===== src/rtl/wci_axi_target_regfile.sv =====
// AXI4-Lite target backed by a byte-enabled register file (ID, write counter, R/W).
// Define WCI_AXI_PROT_CHECK_EN to reject unprivileged (PROT[0]=0) accesses.
module wci_axi_target_regfile #(
  parameter int unsigned NUM_REGS = 16,
  parameter logic [31:0] ID_VALUE = 32'h5743_4930
) (
  input  logic        wciS0_ACLK,
  input  logic        wciS0_ARESETn,
  input  logic        wciS0_AWVALID,
  output logic        wciS0_AWREADY,
  input  logic [31:0] wciS0_AWADDR,
  input  logic [2:0]  wciS0_AWPROT,
  input  logic        wciS0_WVALID,
  output logic        wciS0_WREADY,
  input  logic [31:0] wciS0_WDATA,
  input  logic [3:0]  wciS0_WSTRB,
  output logic        wciS0_BVALID,
  input  logic        wciS0_BREADY,
  output logic [1:0]  wciS0_BRESP,
  input  logic        wciS0_ARVALID,
  output logic        wciS0_ARREADY,
  input  logic [31:0] wciS0_ARADDR,
  input  logic [2:0]  wciS0_ARPROT,
  output logic        wciS0_RVALID,
  input  logic        wciS0_RREADY,
  output logic [31:0] wciS0_RDATA,
  output logic [1:0]  wciS0_RRESP
);

  localparam int unsigned IW = (NUM_REGS > 1) ? $clog2(NUM_REGS) : 1;
  localparam logic [1:0] RESP_OKAY   = 2'b00;
  localparam logic [1:0] RESP_SLVERR = 2'b10;

  logic        aw_held_q, aw_held_d;
  logic [29:0] awword_q, awword_d;
  logic [2:0]  awprot_q, awprot_d;
  logic        w_held_q, w_held_d;
  logic [31:0] wdata_q, wdata_d;
  logic [3:0]  wstrb_q, wstrb_d;
  logic        bvalid_q, bvalid_d;
  logic [1:0]  bresp_q, bresp_d;
  logic        rvalid_q, rvalid_d;
  logic [31:0] rdata_q, rdata_d;
  logic [1:0]  rresp_q, rresp_d;
  logic [31:0] regs_q [NUM_REGS];
  logic [31:0] regs_d [NUM_REGS];

  logic        aw_hs, w_hs, ar_hs, commit;
  logic [29:0] wr_word, rd_word;
  logic [2:0]  wr_prot;
  logic [31:0] wr_data;
  logic [3:0]  wr_strb;
  logic        wr_ok, rd_in_range;
  logic        wr_prot_ok, rd_prot_ok;
  logic        unused_ok;

  assign wciS0_AWREADY = wciS0_ARESETn && !aw_held_q && !bvalid_q;
  assign wciS0_WREADY  = wciS0_ARESETn && !w_held_q && !bvalid_q;
  assign wciS0_ARREADY = wciS0_ARESETn && !rvalid_q;
  assign wciS0_BVALID  = bvalid_q;
  assign wciS0_BRESP   = bresp_q;
  assign wciS0_RVALID  = rvalid_q;
  assign wciS0_RDATA   = rdata_q;
  assign wciS0_RRESP   = rresp_q;

  assign aw_hs = wciS0_AWVALID && wciS0_AWREADY;
  assign w_hs  = wciS0_WVALID && wciS0_WREADY;
  assign ar_hs = wciS0_ARVALID && wciS0_ARREADY;

  assign wr_word = aw_held_q ? awword_q : wciS0_AWADDR[31:2];
  assign wr_prot = aw_held_q ? awprot_q : wciS0_AWPROT;
  assign wr_data = w_held_q ? wdata_q : wciS0_WDATA;
  assign wr_strb = w_held_q ? wstrb_q : wciS0_WSTRB;
  assign commit  = (aw_held_q || aw_hs) && (w_held_q || w_hs);
  assign rd_word = wciS0_ARADDR[31:2];

`ifdef WCI_AXI_PROT_CHECK_EN
  assign wr_prot_ok = wr_prot[0];
  assign rd_prot_ok = wciS0_ARPROT[0];
`else
  assign wr_prot_ok = 1'b1;
  assign rd_prot_ok = 1'b1;
`endif

  assign wr_ok = ({2'b00, wr_word} < NUM_REGS) && (wr_word >= 30'd2)
                 && wr_prot_ok;
  assign rd_in_range = ({2'b00, rd_word} < NUM_REGS) && rd_prot_ok;

  assign unused_ok = ^{wciS0_AWADDR[1:0], wciS0_ARADDR[1:0],
                       wciS0_AWPROT, wciS0_ARPROT, wr_prot};

  // Write path: capture slots, commit on second handshake, B response, counter
  always_comb begin
    aw_held_d = aw_held_q;
    awword_d  = awword_q;
    awprot_d  = awprot_q;
    w_held_d  = w_held_q;
    wdata_d   = wdata_q;
    wstrb_d   = wstrb_q;
    bvalid_d  = bvalid_q;
    bresp_d   = bresp_q;
    regs_d    = regs_q;
    if (aw_hs) begin
      aw_held_d = 1'b1;
      awword_d  = wciS0_AWADDR[31:2];
      awprot_d  = wciS0_AWPROT;
    end
    if (w_hs) begin
      w_held_d = 1'b1;
      wdata_d  = wciS0_WDATA;
      wstrb_d  = wciS0_WSTRB;
    end
    if (bvalid_q && wciS0_BREADY) begin
      bvalid_d = 1'b0;
      if (bresp_q == RESP_OKAY) begin
        regs_d[1] = regs_q[1] + 32'd1;
      end
    end
    if (commit) begin
      aw_held_d = 1'b0;
      w_held_d  = 1'b0;
      bvalid_d  = 1'b1;
      bresp_d   = wr_ok ? RESP_OKAY : RESP_SLVERR;
      if (wr_ok) begin
        for (int b = 0; b < 4; b++) begin
          if (wr_strb[b]) begin
            regs_d[wr_word[IW-1:0]][8*b +: 8] = wr_data[8*b +: 8];
          end
        end
      end
    end
  end

  // Read path: registered response from pre-edge register contents
  always_comb begin
    rvalid_d = rvalid_q;
    rdata_d  = rdata_q;
    rresp_d  = rresp_q;
    if (rvalid_q && wciS0_RREADY) begin
      rvalid_d = 1'b0;
    end
    if (ar_hs) begin
      rvalid_d = 1'b1;
      if (!rd_in_range) begin
        rdata_d = '0;
        rresp_d = RESP_SLVERR;
      end else if (rd_word == 30'd0) begin
        rdata_d = ID_VALUE;
        rresp_d = RESP_OKAY;
      end else begin
        rdata_d = regs_q[rd_word[IW-1:0]];
        rresp_d = RESP_OKAY;
      end
    end
  end

  // State registers with synchronous active-low reset
  always_ff @(posedge wciS0_ACLK) begin
    if (!wciS0_ARESETn) begin
      aw_held_q <= 1'b0;
      awword_q  <= '0;
      awprot_q  <= '0;
      w_held_q  <= 1'b0;
      wdata_q   <= '0;
      wstrb_q   <= '0;
      bvalid_q  <= 1'b0;
      bresp_q   <= RESP_OKAY;
      rvalid_q  <= 1'b0;
      rdata_q   <= '0;
      rresp_q   <= RESP_OKAY;
      for (int i = 0; i < NUM_REGS; i++) begin
        regs_q[i] <= '0;
      end
    end else begin
      aw_held_q <= aw_held_d;
      awword_q  <= awword_d;
      awprot_q  <= awprot_d;
      w_held_q  <= w_held_d;
      wdata_q   <= wdata_d;
      wstrb_q   <= wstrb_d;
      bvalid_q  <= bvalid_d;
      bresp_q   <= bresp_d;
      rvalid_q  <= rvalid_d;
      rdata_q   <= rdata_d;
      rresp_q   <= rresp_d;
      regs_q    <= regs_d;
    end
  end

endmodule


===== config.mk =====
export PLATFORM = sky130hd
export DESIGN_NAME = wci_axi_target_regfile
export DESIGN_NICKNAME = d
export VERILOG_FILES = /design/src/rtl/wci_axi_target_regfile.sv
export SDC_FILE = /design/constraint.sdc
export NUM_CORES = 1
export LEC_CHECK = 0
export BUFFER_PORTS_ARGS = -buffer_cell sky130_fd_sc_hd__buf_2
export CORE_MARGIN = 1.5
export CORE_UTILIZATION = 45
export DETAILED_ROUTE_END_ITERATION = 7
export PLACE_DENSITY = 0.65
export SYNTH_ARGS = -nofsm -noshare
export SYNTH_HDL_FRONTEND = slang
export SYNTH_SLANG_ARGS = --single-unit
export TNS_END_PERCENT = 30

===== constraint.sdc =====
create_clock -name wciS0_ACLK -period 4.4 [get_ports wciS0_ACLK]
set_input_delay 0.22 -clock wciS0_ACLK [delete_from_list [all_inputs] [get_ports wciS0_ACLK]]
set_output_delay 0.22 -clock wciS0_ACLK [all_outputs]
set_load 0.005 [all_outputs]

Word-level counts from Yosys, hierarchy flattened
Cells that the tools add are included.
{ "op_classes": {"add_sub_neg": 1, "magnitude_cmp": 6, "n_mux": 40, "bitwise": 3, "n_reduce_logical": 25} }
{ "ops": {"columns": ["operator", "n"], "rows": [
  ["two-way mux 512 bit", 10],
  ["bitwise mux 512 bit", 4],
  ["two-way mux 480 bit", 2],
  ["demux 32 bit (select 4 bit)", 4],
  ["two-way mux 32 bit", 8],
  ["binary-select mux 32 bit (select 4 bit)", 1],
  ["less-than comparator 30 x 5 -> 1 bit, second input constant", 2],
  ["adder 32 x 1 -> 32 bit, second input constant", 1],
  ["greater-or-equal comparator 30 x 2 -> 1 bit, second input constant", 1],
  ["zero test 30 bit", 1],
  ["two-way mux 30 bit", 1],
  ["two-way mux 24 bit", 1],
  ["two-way mux 16 bit", 1],
  ["logical AND 1 bit", 13],
  ["greater-or-equal comparator 5 bit, second input constant", 2],
  ["NOT 4 -> 5 bit", 2],
  ["two-way mux 8 bit", 1],
  ["less-than comparator 5 x 1 -> 1 bit, second input constant", 1],
  ["zero test 1 bit", 4],
  ["two-way mux 1 bit", 4],
  ["two-way mux 2 bit", 2],
  ["two-way mux 4 bit", 1],
  ["nonzero test 2 bit", 2],
  ["zero test 2 bit", 1],
  ["other kinds (4)", 5]
]} }
{ "totals": {"register_bits": 618, "in_bits": 113, "word_cells": 101} }

Logic depth before layout (Yosys ltp)
Gate-level depths: netlist (run 1).
{ "logic_depth": {"word_depth": 22, "depth_mapped": 9} }

Worst setup path before layout (run 1)
No wires, ideal clock.
{ "synth_path": {"path_type": "input port to flip-flop", "from": "input wciS0_ARADDR[3]", "to": "register rdata_q[0] (netlist: wciS0_RDATA[0])", "setup_ns": 0.158, "arrival_time_ns": 1.969, "slack_ns": 2.272, "path_stages": 7, "path_buffers": 3, "path_cell_list": "clkbuf_1 > buf_1 > buf_2 > mux4_2 > mux2_2 > a21oi_1 > o21ai_0"} }
{ "synth_via": {"elab_chain_len": 6, "word_cells_on_any_way": 8} }
{ "synth_lines": {"columns": ["item", "line", "text"], "rows": [
  ["start: declaration", "22", "input logic [31:0] wciS0_ARADDR,"],
  ["parallel branches: the longest is 5 deep, another holds less-than comparator 30 x 5 -> 1 bit", null, null],
  ["two-way mux 32 bit *", "144", "if (!rd_in_range) begin"],
  ["end signal: assignment", "184", "rdata_q <= rdata_d;"],
  ["end: declaration", "43", "logic [31:0] rdata_q, rdata_d;"]
]} }
Every way passes the cells marked *. The select of a mux whose other input is x is not followed.
A chain may end at the register's enable or synchronous reset.

Worst setup path after layout (run 1)
{ "layout_path": {"from": "register aw_held_q", "to": "register regs_q[143] (netlist bit)"} }
{ "layout_via": {"elab_chain_len": 17, "word_cells_on_any_way": 34} }
{ "layout_lines": {"columns": ["item", "line", "text"], "rows": [
  ["start: declaration", "34", "logic aw_held_q, aw_held_d;"],
  ["start signal: assignment", "175", "aw_held_q <= aw_held_d;"],
  ["parallel branches: the longest is 17 deep, another holds greater-or-equal comparator 5 bit", null, null],
  ["end signal: assignment", "186", "regs_q <= regs_d;"],
  ["end: declaration", "45", "logic [31:0] regs_q [NUM_REGS];"]
]} }
Several ways; the timed one is not identified. The select of a mux whose other input is x is not followed.

==> flow_summary.toml, run 1 <==
[global_routing]
grt_pass1_vias = 21100
grt_pass1_wl_um = 118000
grt_overflow_total = 0
antenna_found_initial = 1
globalRouteTotalUtil_pct = 24.1
grt_start_max_net_pins = 198

[clock_network]
cts_tree = "yes"
clock-sinks = 616
h-tree-depth = 3
cts-root-buf = "clkbuf_16"
cts_buffer_depth = 3
clk_latency_ps = 600
numCtsBuffers = 67
clk_pin_slew_ps = 60

[sta]
period_share_pct = 79.6
maxSlewHeadroom_pct = 25.5
worst_pin_slew_ps = 1120
hold_viol_final = 0
setup_violations = 0
final-max-slew-violation-count = 0
fin_tns_setup_ps = 0
max_freq_ghz = 0.285
layout_min_cycle_time_ps = 3500
clock_skew_ps = 13.6
setup_ws_ps = 897
rsz0062_at_grt = "false"

[flow_run]
max_cap_viol_count = 0

[drt]
final_antenna_net_count = 0
drt_iter0_markers = 1600
vias_per_cell = 5.69
routedWlPerCell_um = 21.0
via_count = 20600
drc = 0
routed_wl_um = 76100
dr.pass1.iters = 8

[power]
powerDensity_mw_per_mm2 = 381
power.leakage_nw = 13.7
ir_worst_vdd_mv = 0.270

[synthesis]
synth_warnings = 0
synthArstFlopShare_pct = 0
synth.area.top_cells = "dfxtp_1 45%, mux2i_1 19%, nand2_1 9.1%, mux4_2 8.4%, mux2_2 2.1%"
yosys_most_used_dff = "dfxtp_1"
syn_area_sq_mm = 0.0275
synthDistinctLibCells = 63
synth_top_area_share_pct = 44.9
netlist_instances = 2677
synth_edf_count = 0
seq_area_frac_synth_pct = 44.9
syn_avg_cell_area_sq_um = 10.3
ys_seq_elements = 616
synth_top_area_cell = "dfxtp_1"

[critical_path]
cp.arrival_ps = 4010
start_kind = "flop"
critical_path_class = "reg2reg"
cp.required_ps = 4910
r2r_slack_ps = 900
crit_path_max_fanout = 27
endpoint_kind = "flop"
critPathLaunch = "aw_held_q$_SDFFE_PP0P_"
rr_startpoint = "aw_held_q$_SDFFE_PP0P_"

[floorplanning]
core_area_sq_mm = 0.0604
die_w_um = 250
rows = 90
io_pins = 154
design.die.area_sq_mm = 0.0625
initial_core_util_pct = 45.5
die_y_um = 250

[final_layout]
final_cell_mix = "662 x nand2_1, 615 x dfxtp_1, 508 x mux2i_1, 136 x buf_2, 102 x mux4_2"
layout_commonest_cell = "nand2_1"
layout.nets = 2906
area_growth_pct = 15.0
final_layout_size_suffix_gt1_share_pct = 18.1

[place]
gp_congestion = 0.836
dp_hpwl_um = 47500
io_buffer_count = 141
pre_cts_ws_ps = 993

[min_path]
hp-class = "in2reg"
hp-start = "wciS0_ARADDR[6]"

[status]
status = "finished, final reports clean"
-- cells in the mapped netlist, types with 12 or more instances --
master	number
nand2_1	663
dfxtp_1	616
mux2i_1	508
clkbuf_1	146
mux4_2	102
a21oi_1	94
nor2_1	71
mux2_2	51
and2_1	37
buf_2	32
a22oi_1	26
nand3_1	26
nand2_4	24
xor2_1	21
o21ai_0	17
a211oi_1	15
buf_1	15
nand4_1	15
a22o_1	13
a41oi_1	13
o221ai_1	13
nor3_1	12
nor4_1	12
-- critical path, stage by stage, from the launching register on --
cell and delay, ps:
dfxtp_1 960, nor4b_2 430, nand4_2 440, a22oi_2 380
buf_4 220, and3_1 670, mux2i_1 290
-- routing by layer --
metal	GRT usage (%)	wire length, um	vias to the layer above
li1	-	-	9630
met1	29.7	31700	10200
met2	42.4	38000	596
met3	3.63	3820	156
met4	9.37	2520	0
met5	0	0	-
-- path summary, 6_finish.rpt --
path / end / depth (start not counted)
setup / recovery: regs_q[143]$_SDFFE_PN0P_ / 6
hold / removal: wciS0_RRESP[1]$_SDFFE_PN0P_ / 5
setup reg to reg: regs_q[143]$_SDFFE_PN0P_ / 6
hold reg to reg: wciS0_RDATA[13]$_SDFFE_PN0P_ / 2
-- cells by family (layout without fill, tap and decap cells) --
family / Yosys count / in the layout / share of synthesized area [%]
buffers and inverters: 209 / 369 / 3.17
XOR/XNOR: 24 / 24 / 0.765
multiplexers: 663 / 663 / 29.1
other: 1 / 4 / 0.0137
adder cells (fa/ha/maj): 1 / 1 / 0.0456
AO/OA/AOI/OAI: 226 / 226 / 6.01
AND/OR/NAND/NOR: 937 / 937 / 16.0
flip-flops: 616 / 616 / 44.9
-- through the flow --
step / power [mW] / hold slack (ps) / area, sq um / instances / utilization [%]
after global placement: 6.48 / 409 / 28700 / 3436 / 47.6
after detailed placement: 6.51 / 421 / 28700 / 3436 / 47.6
after CTS: 12.1 / 23.4 / 31600 / 3620 / 52.3
after floorplan: 6.26 / 320 / 27500 / 2678 / -
final: 12.0 / 41.6 / 31600 / 3622 / 52.3
after global routing: 12.4 / 64.1 / 31600 / 3621 / 52.3
-- flip-flops by register name, summed over array words and instances (netlist names) --
| register | cells |
|---|---|
| wciS0_RDATA | 32 |
| w_held_q | 1 |
| wciS0_BRESP | 1 |
| wciS0_RRESP | 1 |
| awword_q | 30 |
| regs_q | 512 |
| wstrb_q | 4 |
| wdata_q | 32 |
| wciS0_BVALID | 1 |
| aw_held_q | 1 |
| wciS0_RVALID | 1 |
-- final cells by class --
cell class / count / area, sq um
inverter: 7 / 28.8
tap: 782 / 978
clock buffer: 102 / 2060
antenna: 2 / 5.00
timing repair buffer: 247 / 1760
fill: 5303 / 28800
clock inverter: 13 / 119
multi-input combinational: 1853 / 14300
sequential: 616 / 12300
-- timing repair --
item / CTS / global route
hold buffers: 69 / 0
gates resized for setup: 0 / 0
setup buffers: 0 / 0
endpoints found under the hold margin: 68 / 0
setup endpoints to repair: 0 / 0
-- power by group --
| part | switching, mW | internal, mW |
|---|---|---|
| Combinational | 0.527 | 0.261 |
| Sequential | 0.0336 | 5.61 |
| Clock | 2.27 | 3.34 |
Power figures use the tool's default switching activity.
==> run 2: changes to the inputs <==
==> constraint.sdc (replaced) <==
create_clock -name wciS0_ACLK -period 3.6 [get_ports wciS0_ACLK]
set_input_delay 0.18 -clock wciS0_ACLK [delete_from_list [all_inputs] [get_ports wciS0_ACLK]]
set_output_delay 0.18 -clock wciS0_ACLK [all_outputs]
set_load 0.005 [all_outputs]
==> flow_summary.toml, run 2 (synthesized netlist as in run 1, its figures left out) <==
[sta]
hold_viol_final = 0
clock_skew_ps = 24.8
layout_min_cycle_time_ps = 3030
setup_violations = 0
max_freq_ghz = 0.330
worst_pin_slew_ps = 1130
maxSlewHeadroom_pct = 24.7
period_share_pct = 84.1
final-max-slew-violation-count = 0
fin_tns_setup_ps = 0
rsz0062_at_grt = "false"

[flow_run]
max_cap_viol_count = 0

[final_layout]
layout.nets = 2929
area_growth_pct = 16.4
final_cell_mix = "662 x nand2_1, 615 x dfxtp_1, 508 x mux2i_1, 136 x buf_2, 102 x mux4_2"
largest_reg_flops = 512
regMostFlops = "regs_q"
layout_commonest_cell = "nand2_1"
final_layout_size_suffix_gt1_share_pct = 18.5

[clock_network]
cts-root-buf = "clkbuf_16"
post-cts-setup-buffer-count = 0
numCtsBuffers = 67
cts_tree = "yes"
clock-sinks = 616
h-tree-depth = 3
clk_pin_slew_ps = 60
clk_latency_ps = 610
post_cts_resized = 0
cts_buffer_depth = 3
postCtsHoldBufs = 81

[critical_path]
rr_worst_depth = 6
critical_path_class = "reg2reg"
start_kind = "flop"
reg2reg_to = "regs_q[162]$_SDFFE_PN0P_"
endpoint_kind = "flop"
crit_path_max_fanout = 12
crit_chain = "nor4_1, nand4_2, a22oi_2, buf_4, nand4b_1, mux2i_1"
critPathLaunch = "awword_q[14]$_SDFFE_PN0P_"
crit_path_top_delay_cell = "nand4b_1"
cp.arrival_ps = 3530
r2r_slack_ps = 570
cp-endpoint = "regs_q[162]$_SDFFE_PN0P_"
cp.required_ps = 4100
critical_path.max_stage_delay_ps = 680
rr_startpoint = "awword_q[14]$_SDFFE_PN0P_"

[min_path]
hp-start = "wciS0_ARADDR[4]"
holdPathStages = 3
hp-class = "in2reg"

[drt]
via_count = 20700
drt_iter0_markers = 1561
routedWlPerCell_um = 20.6
routed_wl_um = 75000
drc = 0
final_antenna_net_count = 0
vias_per_cell = 5.67
dr.pass1.iters = 5

[power]
power.leakage_nw = 13.9
powerDensity_mw_per_mm2 = 473
power_mw = 15.1
ir_worst_vdd_mv = 0.312

[place]
gp_congestion = 0.878
io_buffer_count = 141
dp_hpwl_um = 46800

[floorplanning]
die_y_um = 250
rows = 90
io_pins = 154
die_w_um = 250
core_area_sq_mm = 0.0604
initial_core_util_pct = 45.5
design.die.area_sq_mm = 0.0625

[global_routing]
grt-busiest-layer = "met2"
grt_start_max_net_pins = 201
grt_use_met3_pct = 3.11
globalRouteTotalUtil_pct = 23.8
antenna_found_initial = 1
grtUsageMet2_pct = 41.3
met1_usage_pct = 30.3
grt_pass1_wl_um = 117000
grt_pass1_vias = 21000
grt_overflow_total = 0

[status]
status = "finished, final reports clean"
-- run 2: changes by cell type in the layout (fill, tap and decap cells not counted), moves of 3 or more --
cell	change
dlygate4sd3_1	+12
buf_4	+10
bufinv_16	+4
clkbuf_1	-3
-- run 2: stage by stage --
step	instances	setup WS, ps	instance area (sq um)	hold WS (ps)	util, %
finish	3649	571	32000	95.4	53.0
global route	3649	441	32000	166	53.0
CTS	3648	505	32000	85.7	53.0
detailed placement	3447	530	28800	380	47.8
global placement	3447	717	28800	372	47.8
floorplan	2678	1490	27500	280	-
-- run 2: power breakdown --
group | leakage [nW] | total [mW] | switching [mW] | internal, mW
Sequential | 4.97 | 6.90 | 0.0359 | 6.86
Combinational | 7.78 | 0.978 | 0.646 | 0.332
Clock | 1.16 | 7.25 | 2.82 | 4.42
Total | 13.9 | 15.1 | 3.51 | 11.6
-- run 2: critical path: cells and delay by family, from the launching register on --
family / cells / cell delay, ps
and+or+nand+nor: 3 / 1670
muxes: 1 / 370
AOI/OAI and AO/OA: 1 / 350
DFF: 1 / 310
buffers and inverters: 1 / 240
-- run 2: worst min-delay path by stage --
| stage | endpoint | slack [ps] |
|---|---|---|
| final | wciS0_RDATA[31]$_SDFFE_PN0P_ | 100 |
| after global routing | wciS0_RDATA[31]$_SDFFE_PN0P_ | 170 |
| after CTS | wciS0_RDATA[31]$_SDFFE_PN0P_ | 90 |
| after detailed placement | wciS0_RVALID$_SDFFE_PN0P_ | 380 |
| after global placement | wciS0_RVALID$_SDFFE_PN0P_ | 370 |
| after floorplan | wciS0_RVALID$_SDFFE_PN0P_ | 280 |
-- run 2: area by class of cell --
class	count	area [sq um]
diodes	1	2.50
repair buffers	270	1980
flip-flops and latches	616	12300
clock inverters	21	264
inverters	7	28.8
clock buffers	99	2070
well taps	782	978
fillers	5214	28400
multi-input cells	1853	14300
-- run 2: routing by layer --
metal	part of all wire, %	vias to the layer above
met4	3.0	0
met1	44	10400
li1	-	9678
met2	49	476
met5	0	-
met3	4.1	146
==> run 3: changes to the inputs <==
--- a/config.mk
+++ b/config.mk
@@ -9,7 +9,7 @@
 export CORE_MARGIN = 1.5
 export CORE_UTILIZATION = 45
 export DETAILED_ROUTE_END_ITERATION = 7
-export PLACE_DENSITY = 0.65
+export PLACE_DENSITY = 0.67
 export SYNTH_ARGS = -nofsm -noshare
 export SYNTH_HDL_FRONTEND = slang
 export SYNTH_SLANG_ARGS = --single-unit
==> constraint.sdc (replaced) <==
create_clock -name wciS0_ACLK -period 2.6 [get_ports wciS0_ACLK]
set_input_delay 0.13 -clock wciS0_ACLK [delete_from_list [all_inputs] [get_ports wciS0_ACLK]]
set_output_delay 0.13 -clock wciS0_ACLK [all_outputs]
set_load 0.005 [all_outputs]
==> flow_summary.toml, run 3 (synthesized netlist as in run 1, its figures left out) <==
[sta]
layout_min_cycle_time_ps = 2510
setup_violations = 0
rsz0062_at_grt = "false"
worst_pin_slew_ps = 1200
maxSlewHeadroom_pct = 19.7
fin_tns_setup_ps = 0
hold_viol_final = 0
final-max-slew-violation-count = 0
period_share_pct = 96.6
clock_skew_ps = 23.0
max_freq_ghz = 0.398

[final_layout]
final_cells = 3698
layout.nets = 2979
final_cell_mix = "662 x nand2_1, 615 x dfxtp_1, 508 x mux2i_1, 136 x buf_2, 102 x mux4_2"
post-route-util_pct = 53.4
area_growth_pct = 17.4
layout_commonest_cell = "nand2_1"
regMostFlops = "regs_q"
largest_reg_flops = 512
final_layout_size_suffix_gt1_share_pct = 19.9
design_area_sq_mm = 0.0322

[clock_network]
clk_pin_slew_ps = 60
numCtsBuffers = 67
cts-root-buf = "clkbuf_16"
post-cts-setup-buffer-count = 0
h-tree-depth = 3
clock-sinks = 616
cts_tree = "yes"
cts_buffer_depth = 3
clk_latency_ps = 600

[critical_path]
crit_path_max_fanout = 17
critical_path_class = "reg2reg"
critPathLaunch = "aw_held_q$_SDFFE_PP0P_"
rr_worst_depth = 6
cp-endpoint = "regs_q[403]$_SDFFE_PN0P_"
cp.arrival_ps = 3020
endpoint_kind = "flop"
rr_startpoint = "aw_held_q$_SDFFE_PP0P_"
start_kind = "flop"
cp.required_ps = 3110
reg2reg_to = "regs_q[403]$_SDFFE_PN0P_"
r2r_slack_ps = 90

[place]
placed_cells = 3506
dp_hpwl_um = 49100
gp_congestion = 0.838
placed_cell_area_sq_mm = 0.0293
io_buffer_count = 141

[power]
powerDensity_mw_per_mm2 = 633
p_int_mw = 15.7
power.leakage_nw = 14.1
ir_worst_vdd_mv = 0.458
pwr-share-comb_pct = 7.0
clkPwrFrac_pct = 46.3
pwr-share-seq_pct = 46.8
power.switching_mw = 4.76
switching_share_pct = 23.3

[floorplanning]
die_y_um = 250
io_pins = 154
rows = 90
die_w_um = 250
core_area_sq_mm = 0.0604
design.die.area_sq_mm = 0.0625
initial_core_util_pct = 45.5

[flow_run]
max_cap_viol_count = 0

[drt]
via_count = 21000
vias_per_cell = 5.67
routedWlPerCell_um = 20.6
dr.pass1.iters = 7
drc = 0
drt_iter0_markers = 1451
routed_wl_um = 76200
final_antenna_net_count = 0

[global_routing]
antenna_found_initial = 1
grt_pass1_vias = 21300
grt_pass1_wl_um = 119000
grt_overflow_total = 0
grt_start_max_net_pins = 152
globalRouteTotalUtil_pct = 24.1

[min_path]
hp-class = "in2reg"

[status]
status = "finished, final reports clean"
## run 3: cell types whose count changed in the layout (fill, tap and decap cells not counted), sizes merged
cell         delta
buf            +59
bufinv          -4
clkbuf          +7
clkinv          -3
clkinvlp        -2
dlygate4sd3     -9
inv             +1
## run 3: per-layer routing
metal	wire (um)	track usage [%]	vias to the layer above	part of all wire [%]
li1	-	-	9774	-
met1	32600	30.2	10500	43
met3	3890	4.35	172	5.1
met2	36500	40.6	561	48
met4	3170	10.8	0	4.2
met5	0	0	-	0
## run 3: worst min-delay path by stage
stage                              from                           to  slack [ps]  depth (start not counted)
after floorplan            wciS0_RREADY    wciS0_RVALID$_SDFFE_PN0P_         230                          1
after global placement     wciS0_RREADY    wciS0_RVALID$_SDFFE_PN0P_         310                          2
after detailed placement   wciS0_RREADY    wciS0_RVALID$_SDFFE_PN0P_         330                          2
after CTS                 wciS0_ARVALID  wciS0_RRESP[1]$_SDFFE_PN0P_          20                          4
after global routing      wciS0_ARESETn       regs_q[472]$_SDFF_PN0_          40                          3
final                     wciS0_ARESETn       regs_q[479]$_SDFF_PN0_          20                          3
## run 3: power by group through the flow
stage,Clock [mW],Sequential [mW],Combinational (mW)
after CTS,9.60,9.54,1.42
after global routing,9.99,9.54,1.52
after floorplan,0,9.74,0.860
after global placement,0,9.75,1.30
final,9.45,9.54,1.42
after detailed placement,0,9.75,1.33
## run 3: through the flow
| step | hold slack, ps | setup WS [ps] | power [mW] |
|---|---|---|---|
| finish | 24.0 | 87.1 | 20.4 |
| global route | 39.0 | 1.23 | 21.1 |
| CTS | 19.6 | 124 | 20.6 |
| detailed placement | 331 | 167 | 11.1 |
| global placement | 314 | 229 | 11.0 |
| floorplan | 230 | 489 | 10.6 |
## run 3: worst max-delay path, stage by stage, from the launching register on
cell and delay, ps:
dfxtp_1 570, nor2b_1 310, nand4_4 310, a22oi_2 270
buf_4 270, nand3_2 380, mux2i_1 310
## run 3: what timing repair did
| action | in CTS | in global routing |
|---|---|---|
| gates resized for setup | 0 | 0 |
| hold buffers | 72 | 0 |
| hold endpoints to repair | 69 | 0 |
## run 3: final cells by class
class / instances / area [sq um]
Antenna cell: 1 / 2.50
Clock buffer: 106 / 2070
Clock inverter: 13 / 126
Fill cell: 5239 / 28100
Inverter: 7 / 28.8
Multi-Input combinational cell: 1853 / 14300
Sequential cell: 616 / 12300
Tap cell: 782 / 978
Timing Repair Buffer: 320 / 2410
